File: src/rtl/ram8_block_mover.sv
// ram8_block_mover: bus initiator for an 8-word RAM port (address/load/in/out).
// Runs one command at a time: copies len_m1_i+1 words from src_i to dst_i
// (one read cycle then one write cycle per word, ascending), or fills
// len_m1_i+1 words starting at dst_i with fill_val_i (one write per cycle).
// Ports:
//   clk_i, reset_i       clock, synchronous active-high reset
//   start_i              command strobe, accepted only while idle
//   fill_i               0 = copy, 1 = fill
//   src_i, dst_i         base addresses (modulo 2**ADDR_W)
//   len_m1_i             word count minus one
//   fill_val_i           fill constant
//   mem_out_i            RAM combinational read data for mem_addr_o
//   mem_addr_o/mem_in_o  RAM address / write data
//   mem_load_o           RAM write enable
//   busy_o               high while a command executes
//   done_o               one-cycle pulse after the last write
module ram8_block_mover #(
  parameter int unsigned WIDTH  = 16,
  parameter int unsigned ADDR_W = 3
) (
  input  logic              clk_i,
  input  logic              reset_i,
  input  logic              start_i,
  input  logic              fill_i,
  input  logic [ADDR_W-1:0] src_i,
  input  logic [ADDR_W-1:0] dst_i,
  input  logic [ADDR_W-1:0] len_m1_i,
  input  logic [WIDTH-1:0]  fill_val_i,
  input  logic [WIDTH-1:0]  mem_out_i,
  output logic [ADDR_W-1:0] mem_addr_o,
  output logic [WIDTH-1:0]  mem_in_o,
  output logic              mem_load_o,
  output logic              busy_o,
  output logic              done_o
);

  typedef enum logic [2:0] {
    S_IDLE  = 3'd0,
    S_READ  = 3'd1,
    S_WRITE = 3'd2,
    S_FILL  = 3'd3,
    S_DONE  = 3'd4
  } state_e;

  state_e            state_q, state_d;
  logic [ADDR_W-1:0] idx_q, idx_d;
  logic [WIDTH-1:0]  hold_q, hold_d;
  logic [ADDR_W-1:0] src_q, src_d;
  logic [ADDR_W-1:0] dst_q, dst_d;
  logic [ADDR_W-1:0] len_q, len_d;
  logic [WIDTH-1:0]  val_q, val_d;
  logic              fill_q, fill_d;

  logic [ADDR_W-1:0] mem_addr_q, mem_addr_d;
  logic [WIDTH-1:0]  mem_in_q, mem_in_d;
  logic              mem_load_q, mem_load_d;
  logic              busy_q, busy_d;
  logic              done_q, done_d;

  // Next state, index and command latch; outputs are decoded from the next
  // values so the registered bus lines lead the state by no cycle.
  always_comb begin
    state_d = state_q;
    idx_d   = idx_q;
    hold_d  = hold_q;
    src_d   = src_q;
    dst_d   = dst_q;
    len_d   = len_q;
    val_d   = val_q;
    fill_d  = fill_q;

    case (state_q)
      S_IDLE: begin
        if (start_i) begin
          src_d   = src_i;
          dst_d   = dst_i;
          len_d   = len_m1_i;
          val_d   = fill_val_i;
          fill_d  = fill_i;
          idx_d   = '0;
          state_d = fill_i ? S_FILL : S_READ;
        end
      end
      S_READ: begin
        hold_d  = mem_out_i;
        state_d = S_WRITE;
      end
      S_WRITE: begin
        if (idx_q == len_q) begin
          state_d = S_DONE;
        end else begin
          idx_d   = idx_q + ADDR_W'(1);
          state_d = S_READ;
        end
      end
      S_FILL: begin
        if (idx_q == len_q) begin
          state_d = S_DONE;
        end else begin
          idx_d = idx_q + ADDR_W'(1);
        end
      end
      S_DONE:  state_d = S_IDLE;
      default: state_d = S_IDLE;
    endcase

    mem_addr_d = '0;
    mem_in_d   = '0;
    mem_load_d = 1'b0;
    busy_d     = 1'b0;
    done_d     = 1'b0;

    case (state_d)
      S_READ: begin
        mem_addr_d = src_d + idx_d;
        busy_d     = 1'b1;
      end
      S_WRITE: begin
        mem_addr_d = dst_d + idx_d;
        mem_in_d   = hold_d;
        mem_load_d = 1'b1;
        busy_d     = 1'b1;
      end
      S_FILL: begin
        mem_addr_d = dst_d + idx_d;
        mem_in_d   = val_d;
        mem_load_d = 1'b1;
        busy_d     = 1'b1;
      end
      S_DONE:  done_d = 1'b1;
      default: ;
    endcase
  end

  // State, datapath and output registers with synchronous reset.
  always_ff @(posedge clk_i) begin
    if (reset_i) begin
      state_q    <= S_IDLE;
      idx_q      <= '0;
      hold_q     <= '0;
      src_q      <= '0;
      dst_q      <= '0;
      len_q      <= '0;
      val_q      <= '0;
      fill_q     <= 1'b0;
      mem_addr_q <= '0;
      mem_in_q   <= '0;
      mem_load_q <= 1'b0;
      busy_q     <= 1'b0;
      done_q     <= 1'b0;
    end else begin
      state_q    <= state_d;
      idx_q      <= idx_d;
      hold_q     <= hold_d;
      src_q      <= src_d;
      dst_q      <= dst_d;
      len_q      <= len_d;
      val_q      <= val_d;
      fill_q     <= fill_d;
      mem_addr_q <= mem_addr_d;
      mem_in_q   <= mem_in_d;
      mem_load_q <= mem_load_d;
      busy_q     <= busy_d;
      done_q     <= done_d;
    end
  end

  assign mem_addr_o = mem_addr_q;
  assign mem_in_o   = mem_in_q;
  assign mem_load_o = mem_load_q;
  assign busy_o     = busy_q;
  assign done_o     = done_q;

endmodule

File: config.mk
export PLATFORM = sky130hd
export DESIGN_NAME = ram8_block_mover
export DESIGN_NICKNAME = d
export VERILOG_FILES = /design/src/rtl/ram8_block_mover.sv
export SDC_FILE = /design/constraint.sdc
export NUM_CORES = 1
export LEC_CHECK = 0
export BUFFER_PORTS_ARGS = -buffer_cell sky130_fd_sc_hd__clkbuf_2
export CAP_MARGIN = 20
export CORE_AREA = 2 2 84 86
export DETAILED_ROUTE_END_ITERATION = 6
export DIE_AREA = 0 0 86 88
export GPL_ROUTABILITY_DRIVEN = 0
export PLACE_DENSITY = 0.63
export SYNTH_ARGS = -nofsm -noshare
export SYNTH_HDL_FRONTEND = slang
export SYNTH_SLANG_ARGS = --single-unit
File: constraint.sdc
create_clock -name clk_i -period 2.9 [get_ports clk_i]
set_input_delay 0.145 -clock clk_i [delete_from_list [all_inputs] [get_ports clk_i]]
set_output_delay 0.145 -clock clk_i [all_outputs]
set_load 0.05 [all_outputs]
# Word level (Yosys, flattened, before mapping)
# Cells that the tools add are included.
# W data, S select, Z words.
word_totals:
  register_bits: 69
  latch_bits: 0
  mem_bits_rw: 0
  mem_bits_ro: 0
  in_bits: 45
  output_inout_bits: 22
  elab_cells: 48
  mem_count: 0
op_classes:
  n_addsub: 3
  multipliers: 0
  div_mod_pow: 0
  order_cmp: 0
  n_eq_ne: 8
  shifts: 0
  mux: 20
  bitwise: 0
  n_reduce_logical: 5
ops:
  columns: ["op", "n"]
  rows:
  - ["$mux W16", 3]
  - ["$pmux W16 S2", 1]
  - ["$mux W3", 9]
  - ["$eq A3 B2 Y1 const B", 4]
  - ["$pmux W3 S2", 2]
  - ["$pmux W3 S4", 1]
  - ["$add A3 B3 Y3", 2]
  - ["$eq A3 B1 Y1 const B", 2]
  - ["$reduce_or A2 Y1", 2]
  - ["$add A3 B1 Y3 const B", 1]
  - ["$eq A3 B3 Y1", 1]
  - ["$eq A3 B3 Y1 const B", 1]
  - ["$logic_not A3 Y1", 1]
  - ["$mux W1", 3]
  - ["$reduce_or A3 Y1", 1]
  - ["$mux W2", 1]
  - ["$reduce_and A2 Y1", 1]

# Logic depth before layout (Yosys ltp)
# Gate-level depths: netlist (run 1).
depth:
  depth_word: 6
  mapped_depth: 12
  ltp_nobuf: 11

# Worst setup path after synthesis (run 1)
# OpenSTA, ideal clock, no wires.
synth_timing:
  kind: "reg-to-reg"
  from: "register state_q[1]"
  to: "register mem_addr_q[2], in the netlist mem_addr_o[2]"
  setup_time_ns: 0.124
  arrival_time_ns: 2.289
  required_time_ns: 2.776
  slack_ns: 0.487
  stages_incl_launch_ff: 10
  path_buffers: 3
  period_less_slack_ns: 2.413
  path_cell_list: "dfxtp_1 > buf_2 > nor4b_2 > buf_4 > buf_4 > mux2_2 > fa_1 > and4_1 > a211oi_1 > nor3b_2"
synth_between:
  elab_chain_cells: 5
  elab_cells_between_ends: 18
  classes_between: "add/sub: 2; eq/ne: 6; mux: 7; reduce/logical: 3"
synth_lines:
  columns: ["item", "line", "text"]
  rows:
  - ["from (decl)", "45", "state_e state_q, state_d;"]
  - ["from (signal assigned)", "152", "state_q <= state_d;"]
  - ["$eq A3 B2 Y1 (tied with other cells)", "72", "case (state_q)"]
  - ["$reduce_or A2 Y1 (no line) / $pmux W3 S4 (equally long branches)", null, null]
  - ["$pmux W3 S2 / $eq A3 B2 Y1 (equally long branches)", "72, 113", null]
  - ["$add A3 B3 Y3 (tied with other cells)", "119, 125", null]
  - ["$pmux W3 S2 *", "113", "case (state_d)"]
  - ["to (signal assigned)", "160", "mem_addr_q <= mem_addr_d;"]
  - ["to (decl)", "54", "logic [ADDR_W-1:0] mem_addr_q, mem_addr_d;"]
# Mark *: on every way between the ends. The rest lies on a longest branch, timed or not.
# A chain may end at the register's enable or synchronous reset.

# Final worst setup path (run 1)
layout_timing:
  from: "register state_q[0]"
  to: "register mem_addr_q[2], in the netlist mem_addr_o[2]"
# The elaborated chain is that of the path after synthesis.

==> metrics.cfg, run 1 <==
[clock_network]
clk_pin_slew_ps = 80
ctsHoldBuffers = 0
cts_inserted_buffers = 9
cts_root_buf = clkbuf_8
cts_sinks = 69
cts_buffer_depth = 2
postCtsSetupBuffers = 0
clock_latency_ps = 340
cts_tree = done
cts.htree.levels = 3
cts_resized = 0

[floorplanning]
initial_core_util_pct = 40.9
fp.dieH_um = 88
io_pins = 67
core-area_sq_mm = 0.00664
die_area_sq_mm = 0.00757
placementRows = 30
die_width_um = 86

[global_routing]
grt_use_total_pct = 16.7
antenna_found_initial = 0
grt_pass1_wl_um = 9580
first_global_vias = 2049
grt_max_degree = 28
gr-total-overflow = 0

[synth]
ys.warnings.count = 0
synth_cells = 289
async_flop_share_pct = 0
synthFlopType = dfxtp_1
synth_top_area_share_pct = 50.8
ys_ff_latch = 69
netlist_area_sq_mm = 0.00272
synth_edf_count = 0
synth_nets = 337
synth_common_cells = 70 x nand2_1, 69 x dfxtp_1, 28 x a21oi_1
synth.distinct_cells = 39
post-synth-top-area-cell = dfxtp_1
syn-mean-instance-area_sq_um = 9.41
yosysMostFrequentCell = nand2_1
synth_seq_area_share_pct = 50.8
synth.area.top_cells = dfxtp_1 51%, nand2_1 9.7%, a21oi_1 5.2%, a22o_1 5.2%, a21oi_2 4.2%

[route]
dr.pass1.iters = 4
drtIter0Drc = 86
routedWlPerCell_um = 13.2
routed_wl_um = 5770
postRouteAntennaNets = 0
avgViaCountPerCell = 4.87
drc = 0
via_count = 2129

[power]
peakVddDrop_mv = 0.342
power_mw = 2.32
p_per_area_mw_per_mm2 = 704
leakagePower_nw = 1.39

[cells_and_area]
num_antenna_cells = 0
nets = 400
drive_above_1_share_pct = 34.5
area_growth_pct = 21.3

[critical_path]
end_kind = register
worstPathMaxFanout = 9
start_kind = register
worstPathArrival_ps = 2950
required_ps = 3130
worstSetupPathType = register to register

[min_path]
hold_path_class = primary input to register

[place]
port_buffers = 66
dp_hpwl_um = 4000
preCtsSetupSlack_ps = 206

[timing]
worstMarginPinSlew_ps = 759
fmax_mhz = 368
slew_violations = 0
fin_ws_ps = 186
finalClockSkew_ps = 6.91
hold_violations = 0
tns_ps = 0
setup_viol = 0
hold_slack_ps = 31.9
finalCriticalPeriod_ps = 2710
period_share_pct = 93.6
slew_headroom_pct = 49.4
rsz0062_at_grt = no

[job]
maxCapViolCount = 0

[outcome]
outcome = finished, final reports clean

==> placed cells by master (no fill, tap or decap), types with 2 or more instances in the layout <==
cell type / count
buf_4: 6
clkbuf_8: 9
a21oi_2: 13
dfxtp_1: 69
a22o_1: 16
mux2_2: 2
nor2_1: 12
nor2b_1: 2
xnor2_2: 2
and2_1: 2
bufinv_16: 2
nor3_1: 5
a31oi_1: 3
nand2_2: 12
inv_1: 3
a21oi_1: 28
and4_1: 2
ha_1: 2
nand2_1: 70
clkbuf_2: 66
nand3_1: 3
mux2i_1: 8
inv_6: 3
==> stage by stage <==
step	area, sq um	util [%]	cells
final	3300	49.6	437
after global routing	3300	49.6	437
after CTS	3300	49.6	437
after detailed placement	3070	46.2	421
after global placement	3070	46.2	421
after floorplan	2720	-	289
==> flip-flops by register name, indices dropped and copies added, names as in the netlist <==
name,flops
src_q,3
mem_addr_o,3
done_o,1
mem_load_o,1
busy_o,1
val_q,16
dst_q,3
idx_q,3
len_q,3
state_q,3
hold_q,16
mem_in_o,16
==> area by class of cell <==
| class | instances | area (sq um) |
|---|---|---|
| multi-input combinational | 196 | 1200 |
| clock inverter | 7 | 105 |
| timing repair buffer | 72 | 375 |
| inverter | 4 | 15.0 |
| tap | 80 | 100 |
| clock buffer | 9 | 124 |
| sequential | 69 | 1380 |
| fill | 646 | 3350 |
==> critical path: stages, from the launching register on <==
cell,delay [ps]
dfxtp_1,520
a21oi_1,110
nor3_1,290
nand2_1,260
mux2i_1,180
mux2i_1,150
ha_1,160
inv_1,50
fa_1,370
and4_1,170
a211oi_1,260
nor3b_2,80
==> per-layer routing <==
layer | routed length (um) | track usage (%)
met4 | 62 | 6.49
met2 | 2810 | 28.7
met5 | 0 | 0
met1 | 2640 | 19.5
met3 | 260 | 5.09
==> path summary, 6_finish.rpt <==
path                          from                       end  slack [ps]  cells past startpoint
max reg2reg  state_q[0]$_SDFF_PP0_  mem_addr_o[2]$_SDFF_PP0_         190                     11
max          state_q[0]$_SDFF_PP0_  mem_addr_o[2]$_SDFF_PP0_         190                     11
min                  fill_val_i[9]       val_q[9]$_SDFF_PP0_          30                      3
min reg2reg    val_q[4]$_SDFF_PP0_       val_q[4]$_SDFF_PP0_         460                      2
==> power by group <==
| part | internal, mW | total [mW] | switching, mW |
|---|---|---|---|
| Clock | 0.499 | 0.893 | 0.395 |
| Combinational | 0.133 | 0.384 | 0.251 |
| Sequential | 1.01 | 1.05 | 0.0325 |
==> kinds of logic after synthesis <==
kind of cell	count (synthesis)	share of synthesized area, %
mux	10	3.77
flops	69	50.8
compound gates	64	16.7
simple gates	116	20.1
buf+inv	24	5.52
fa+ha+maj	3	1.66
xor+xnor	3	1.52
Power figures use the tool's default switching activity.
==> inputs of run 2 (changes only) <==
CORE_AREA = 10 10 92 94   (was 2 2 84 86)
DIE_AREA = 0 0 102 104   (was 0 0 86 88)
==> metrics.cfg, run 2 (synthesis results as in run 1) <==
[outcome]
outcome = finished, final reports clean

[timing]
hold_violations = 0  ; unchanged
slew_violations = 0  ; unchanged
finalCriticalPeriod_ps = 2700  ; -16.0 ps
finalClockSkew_ps = 9.90  ; +2.99 ps
hold_slack_ps = 44.0  ; +12.1 ps
tns_ps = 0  ; unchanged
setup_viol = 0  ; unchanged
fmax_mhz = 371  ; +0.59%
period_share_pct = 93.0  ; -0.55 points
worstMarginPinSlew_ps = 1020  ; +259 ps
rsz0062_at_grt = no
slew_headroom_pct = 32.1  ; -17 points

[min_path]
hold_path_depth = 3  ; unchanged
hold_path_class = primary input to register

[critical_path]
end_kind = register
rrSetupSlack_ps = 200  ; +20 ps
start_kind = register
worstPathMaxFanout = 9  ; unchanged
rr_worst_depth = 11  ; unchanged
worstPathArrival_ps = 2910  ; -40 ps
worstSetupPathType = register to register
required_ps = 3120  ; about the same

[job]
maxCapViolCount = 0  ; unchanged

[clock_network]
postCtsSetupBuffers = 0  ; unchanged
clock_latency_ps = 330  ; about the same
cts_tree = done
cts.htree.levels = 3  ; unchanged
cts_buffer_depth = 2  ; unchanged
cts_root_buf = clkbuf_8
cts_resized = 0  ; unchanged
cts_sinks = 69  ; unchanged
cts_inserted_buffers = 9  ; unchanged
ctsHoldBuffers = 0  ; unchanged
clk_pin_slew_ps = 80  ; about the same

[power]
leakagePower_nw = 1.40  ; +0.91%
peakVddDrop_mv = 0.369  ; +7.7%
p_per_area_mw_per_mm2 = 718  ; +1.9%

[place]
port_buffers = 66  ; unchanged
dp_hpwl_um = 4500  ; +12%

[floorplanning]
io_pins = 67  ; unchanged
die_width_um = 102  ; +19%
die_area_sq_mm = 0.0106  ; +40%
placementRows = 30  ; unchanged
core-area_sq_mm = 0.00668  ; +0.57%
initial_core_util_pct = 40.7  ; -0.23 points
fp.dieH_um = 104  ; +18%

[route]
via_count = 2131  ; +0.094%
drc = 0  ; unchanged
dr.pass1.iters = 4  ; unchanged
routedWlPerCell_um = 14.5  ; +9.7%
drtIter0Drc = 66  ; -23%
postRouteAntennaNets = 0  ; unchanged
routed_wl_um = 6320  ; +9.5%
avgViaCountPerCell = 4.89  ; +0.32%

[global_routing]
antenna_found_initial = 0  ; unchanged
grt_use_total_pct = 12.1  ; -4.6 points
grt_pass1_wl_um = 10200  ; +6.6%
gr-total-overflow = 0  ; unchanged
grt_max_degree = 35  ; +25%
first_global_vias = 2164  ; +5.6%

[cells_and_area]
area_growth_pct = 21.9
num_antenna_cells = 0  ; unchanged
layout_commonest_cell = nand2_1
final_cell_mix = 70 x nand2_1, 69 x dfxtp_1, 66 x clkbuf_2
nets = 400  ; unchanged
drive_above_1_share_pct = 34.3  ; -0.18 points

-- run 2: worst max-delay path: stages (launching register included) --
cell and delay, ps:
dfxtp_1 510, a21oi_1 110, nor3_1 270, nand2_1 250, mux2i_1 170, mux2i_1 150
ha_1 160, inv_1 50, fa_1 380, and4_1 180, a211oi_1 290, nor3b_2 80
-- run 2: layout make-up --
type                    instances  area (sq um)
fillers                       665          3370
flip-flops and latches         69          1380
multi-input cells             196          1200
repair buffers                 72           375
clock buffers                  11           151
well taps                      80           100
clock inverters                 4          95.1
inverters                       4          15.0
-- run 2: final timing paths --
kind                               from                        to
setup reg to reg  state_q[0]$_SDFF_PP0_  mem_addr_o[2]$_SDFF_PP0_
setup / recovery  state_q[0]$_SDFF_PP0_  mem_addr_o[2]$_SDFF_PP0_
hold reg to reg     val_q[5]$_SDFF_PP0_       val_q[5]$_SDFF_PP0_
hold / removal            fill_val_i[9]       val_q[9]$_SDFF_PP0_
-- run 2: metrics by stage --
stage / utilization [%] / instance area, sq um / setup WS [ps] / std cells / power, mW
final: 49.6 / 3320 / 202 / 436 / 2.38
after CTS: 49.6 / 3320 / 188 / 436 / 2.40
after detailed placement: 45.9 / 3070 / 190 / 421 / 1.46
after global placement: 45.9 / 3070 / 367 / 421 / 1.45
after floorplan: - / 2720 / 487 / 289 / 1.36
after global routing: 49.6 / 3320 / 15.4 / 436 / 2.49
-- run 2: layer usage --
metal	track usage [%]	wire, um	up-vias
li1	-	-	1100
met1	13.5	2690	972
met2	19.5	3040	46
met3	5.18	486	13
met4	4.64	101	0
met5	0	0	-
-- run 2: where the power goes --
| group | switching (mW) | internal, mW |
|---|---|---|
| combinational | 0.252 | 0.133 |
| sequential | 0.0326 | 1.01 |
| clock | 0.338 | 0.612 |
==> inputs of run 3 (changes only) <==
CORE_AREA = 2 2 76 78   (was 10 10 92 94)
DIE_AREA = 0 0 78 80   (was 0 0 102 104)
PLACE_DENSITY = 0.75   (was 0.63)
==> metrics.cfg, run 3 (synthesis results as in run 1) <==
[place]
place_inst = 410  ; -2.6%
dp_hpwl_um = 3810  ; -15%
preCtsSetupSlack_ps = 219  ; +28.8 ps
port_buffers = 66  ; unchanged

[timing]
worstMarginPinSlew_ps = 661  ; -357 ps
fin_ws_ps = 323  ; +121 ps
hold_violations = 0  ; unchanged
fmax_mhz = 388  ; +4.7%
slew_headroom_pct = 55.9  ; +24 points
period_share_pct = 88.9  ; -4.2 points
slew_violations = 0  ; unchanged
setup_viol = 0  ; unchanged
finalClockSkew_ps = 7.20  ; -2.70 ps
finalCriticalPeriod_ps = 2580  ; -121 ps
tns_ps = 0  ; unchanged
rsz0062_at_grt = no

[route]
routed_wl_um = 5520  ; -13%
drtIter0Drc = 75  ; +14%
postRouteAntennaNets = 0  ; unchanged
dr.pass1.iters = 4  ; unchanged
avgViaCountPerCell = 5.04  ; +3.1%
routedWlPerCell_um = 12.9  ; -11%
drc = 0  ; unchanged
via_count = 2156  ; +1.2%

[cells_and_area]
area_growth_pct = 19.1
layout_commonest_cell = nand2_1
nets = 399  ; -0.25%
final_cells = 428  ; -1.8%
final_cell_mix = 70 x nand2_1, 67 x dfxtp_1, 66 x clkbuf_2
drive_above_1_share_pct = 34.6  ; +0.28 points
num_antenna_cells = 0  ; unchanged

[power]
p_per_area_mw_per_mm2 = 653  ; -9.1%
peakVddDrop_mv = 0.292  ; -21%
leakagePower_nw = 1.36  ; -2.5%
power_mw = 2.11  ; -11%

[critical_path]
crit_top_cell = mux2i_1
reg2reg_to = mem_addr_o[2]$_SDFF_PP0_
start_kind = register
end_kind = register
worstPathArrival_ps = 2790  ; -120 ps
worstSetupPathType = register to register
cp_top_family = simple AND/OR/NAND/NOR gates
worstPathMaxFanout = 11  ; +2
critical-path-slowest-cell = dfxtp_2
cp_cell_sequence = nor2b_1 -> nor3_1 -> nand2_1 -> mux2i_1 -> mux2i_1 -> ha_1 -> inv_1 -> fa_1 -> and4_1 -> a211oi_1 -> nor3b_2
cp-startpoint = state_q[1]$_SDFF_PP0_
crit_buf_inv = 1  ; unchanged
crit_end = mem_addr_o[2]$_SDFF_PP0_
rr_worst_depth = 11  ; unchanged
worst-path-stages = 11  ; unchanged
r2r-start = state_q[1]$_SDFF_PP0_
max_stage_delay_ps = 380  ; -130 ps
rrSetupSlack_ps = 320  ; +120 ps
required_ps = 3110  ; about the same

[clock_network]
cts_sinks = 69  ; unchanged
postCtsSetupBuffers = 0  ; unchanged
cts_root_buf = clkbuf_8
cts_resized = 0  ; unchanged
clk_pin_slew_ps = 70  ; about the same
cts_inserted_buffers = 9  ; unchanged
cts_buffer_depth = 2  ; unchanged
ctsHoldBuffers = 0  ; unchanged
cts_tree = done
clock_latency_ps = 330  ; about the same
cts.htree.levels = 3  ; unchanged

[floorplanning]
fp.dieH_um = 80  ; -23%
core-area_sq_mm = 0.00541  ; -19%
die_area_sq_mm = 0.00624  ; -41%
die_width_um = 78  ; -24%
placementRows = 27  ; -10%
io_pins = 67  ; unchanged
initial_core_util_pct = 50.3  ; +9.6 points

[global_routing]
grt_pass1_wl_um = 9300  ; -8.9%
first_global_vias = 2026  ; -6.4%
grt_max_degree = 33  ; -5.7%
grt_use_total_pct = 19.0  ; +6.9 points
gr-total-overflow = 0  ; unchanged
antenna_found_initial = 0  ; unchanged

[job]
maxCapViolCount = 0  ; unchanged

[outcome]
outcome = finished, final reports clean

[min_path]
hold_path_class = primary input to register

==> run 3: stage by stage <==
stage               hold WS [ps]  utilization (%)  area, sq um
floorplan                    281                -         2720
global placement             385             56.2         3040
detailed placement           387             56.2         3040
CTS                         24.7             59.5         3210
global route                30.2             59.9         3240
finish                      44.0             59.9         3240
==> run 3: how the worst min path moves through the flow <==
| stage | start | to | cells after the start | slack [ps] |
|---|---|---|---|---|
| after CTS | len_m1_i[1] | len_q[1]$_SDFFE_PP0P_ | 3 | 20 |
| after global routing | len_m1_i[0] | len_q[0]$_SDFFE_PP0P_ | 3 | 30 |
| final | len_m1_i[1] | len_q[1]$_SDFFE_PP0P_ | 3 | 40 |
| after global placement | len_m1_i[0] | len_q[0]$_SDFFE_PP0P_ | 3 | 380 |
| after detailed placement | len_m1_i[1] | len_q[1]$_SDFFE_PP0P_ | 3 | 390 |
| after floorplan | dst_i[0] | dst_q[0]$_SDFF_PP0_ | 2 | 280 |
==> run 3: worst min-delay path: cells and delay by family <==
| family | cells | cell delay, ps |
|---|---|---|
| buf+inv | 1 | 80 |
| simple gates | 1 | 50 |
| compound gates | 1 | 50 |
==> run 3: per-layer routing <==
| metal | wire length [um] | GRT usage [%] |
|---|---|---|
| met2 | 2640 | 32.6 |
| met1 | 2490 | 22.3 |
| met3 | 290 | 5.43 |
| met5 | 0 | 0 |
| met4 | 101 | 7.72 |
==> run 3: layout make-up <==
type,count,area (sq um)
clock buffer,12,155
fill,499,2170
inverter,4,15.0
multi-input combinational,196,1200
sequential,69,1380
tap,72,90.1
timing repair buffer,71,375
clock inverter,4,22.5
==> run 3: power by group <==
group / total, mW / switching [mW] / leakage (nW) / internal, mW
logic: 0.382 / 0.249 / 0.709 / 0.133
clock network: 0.686 / 0.333 / 0.0921 / 0.353
registers: 1.05 / 0.0330 / 0.564 / 1.01
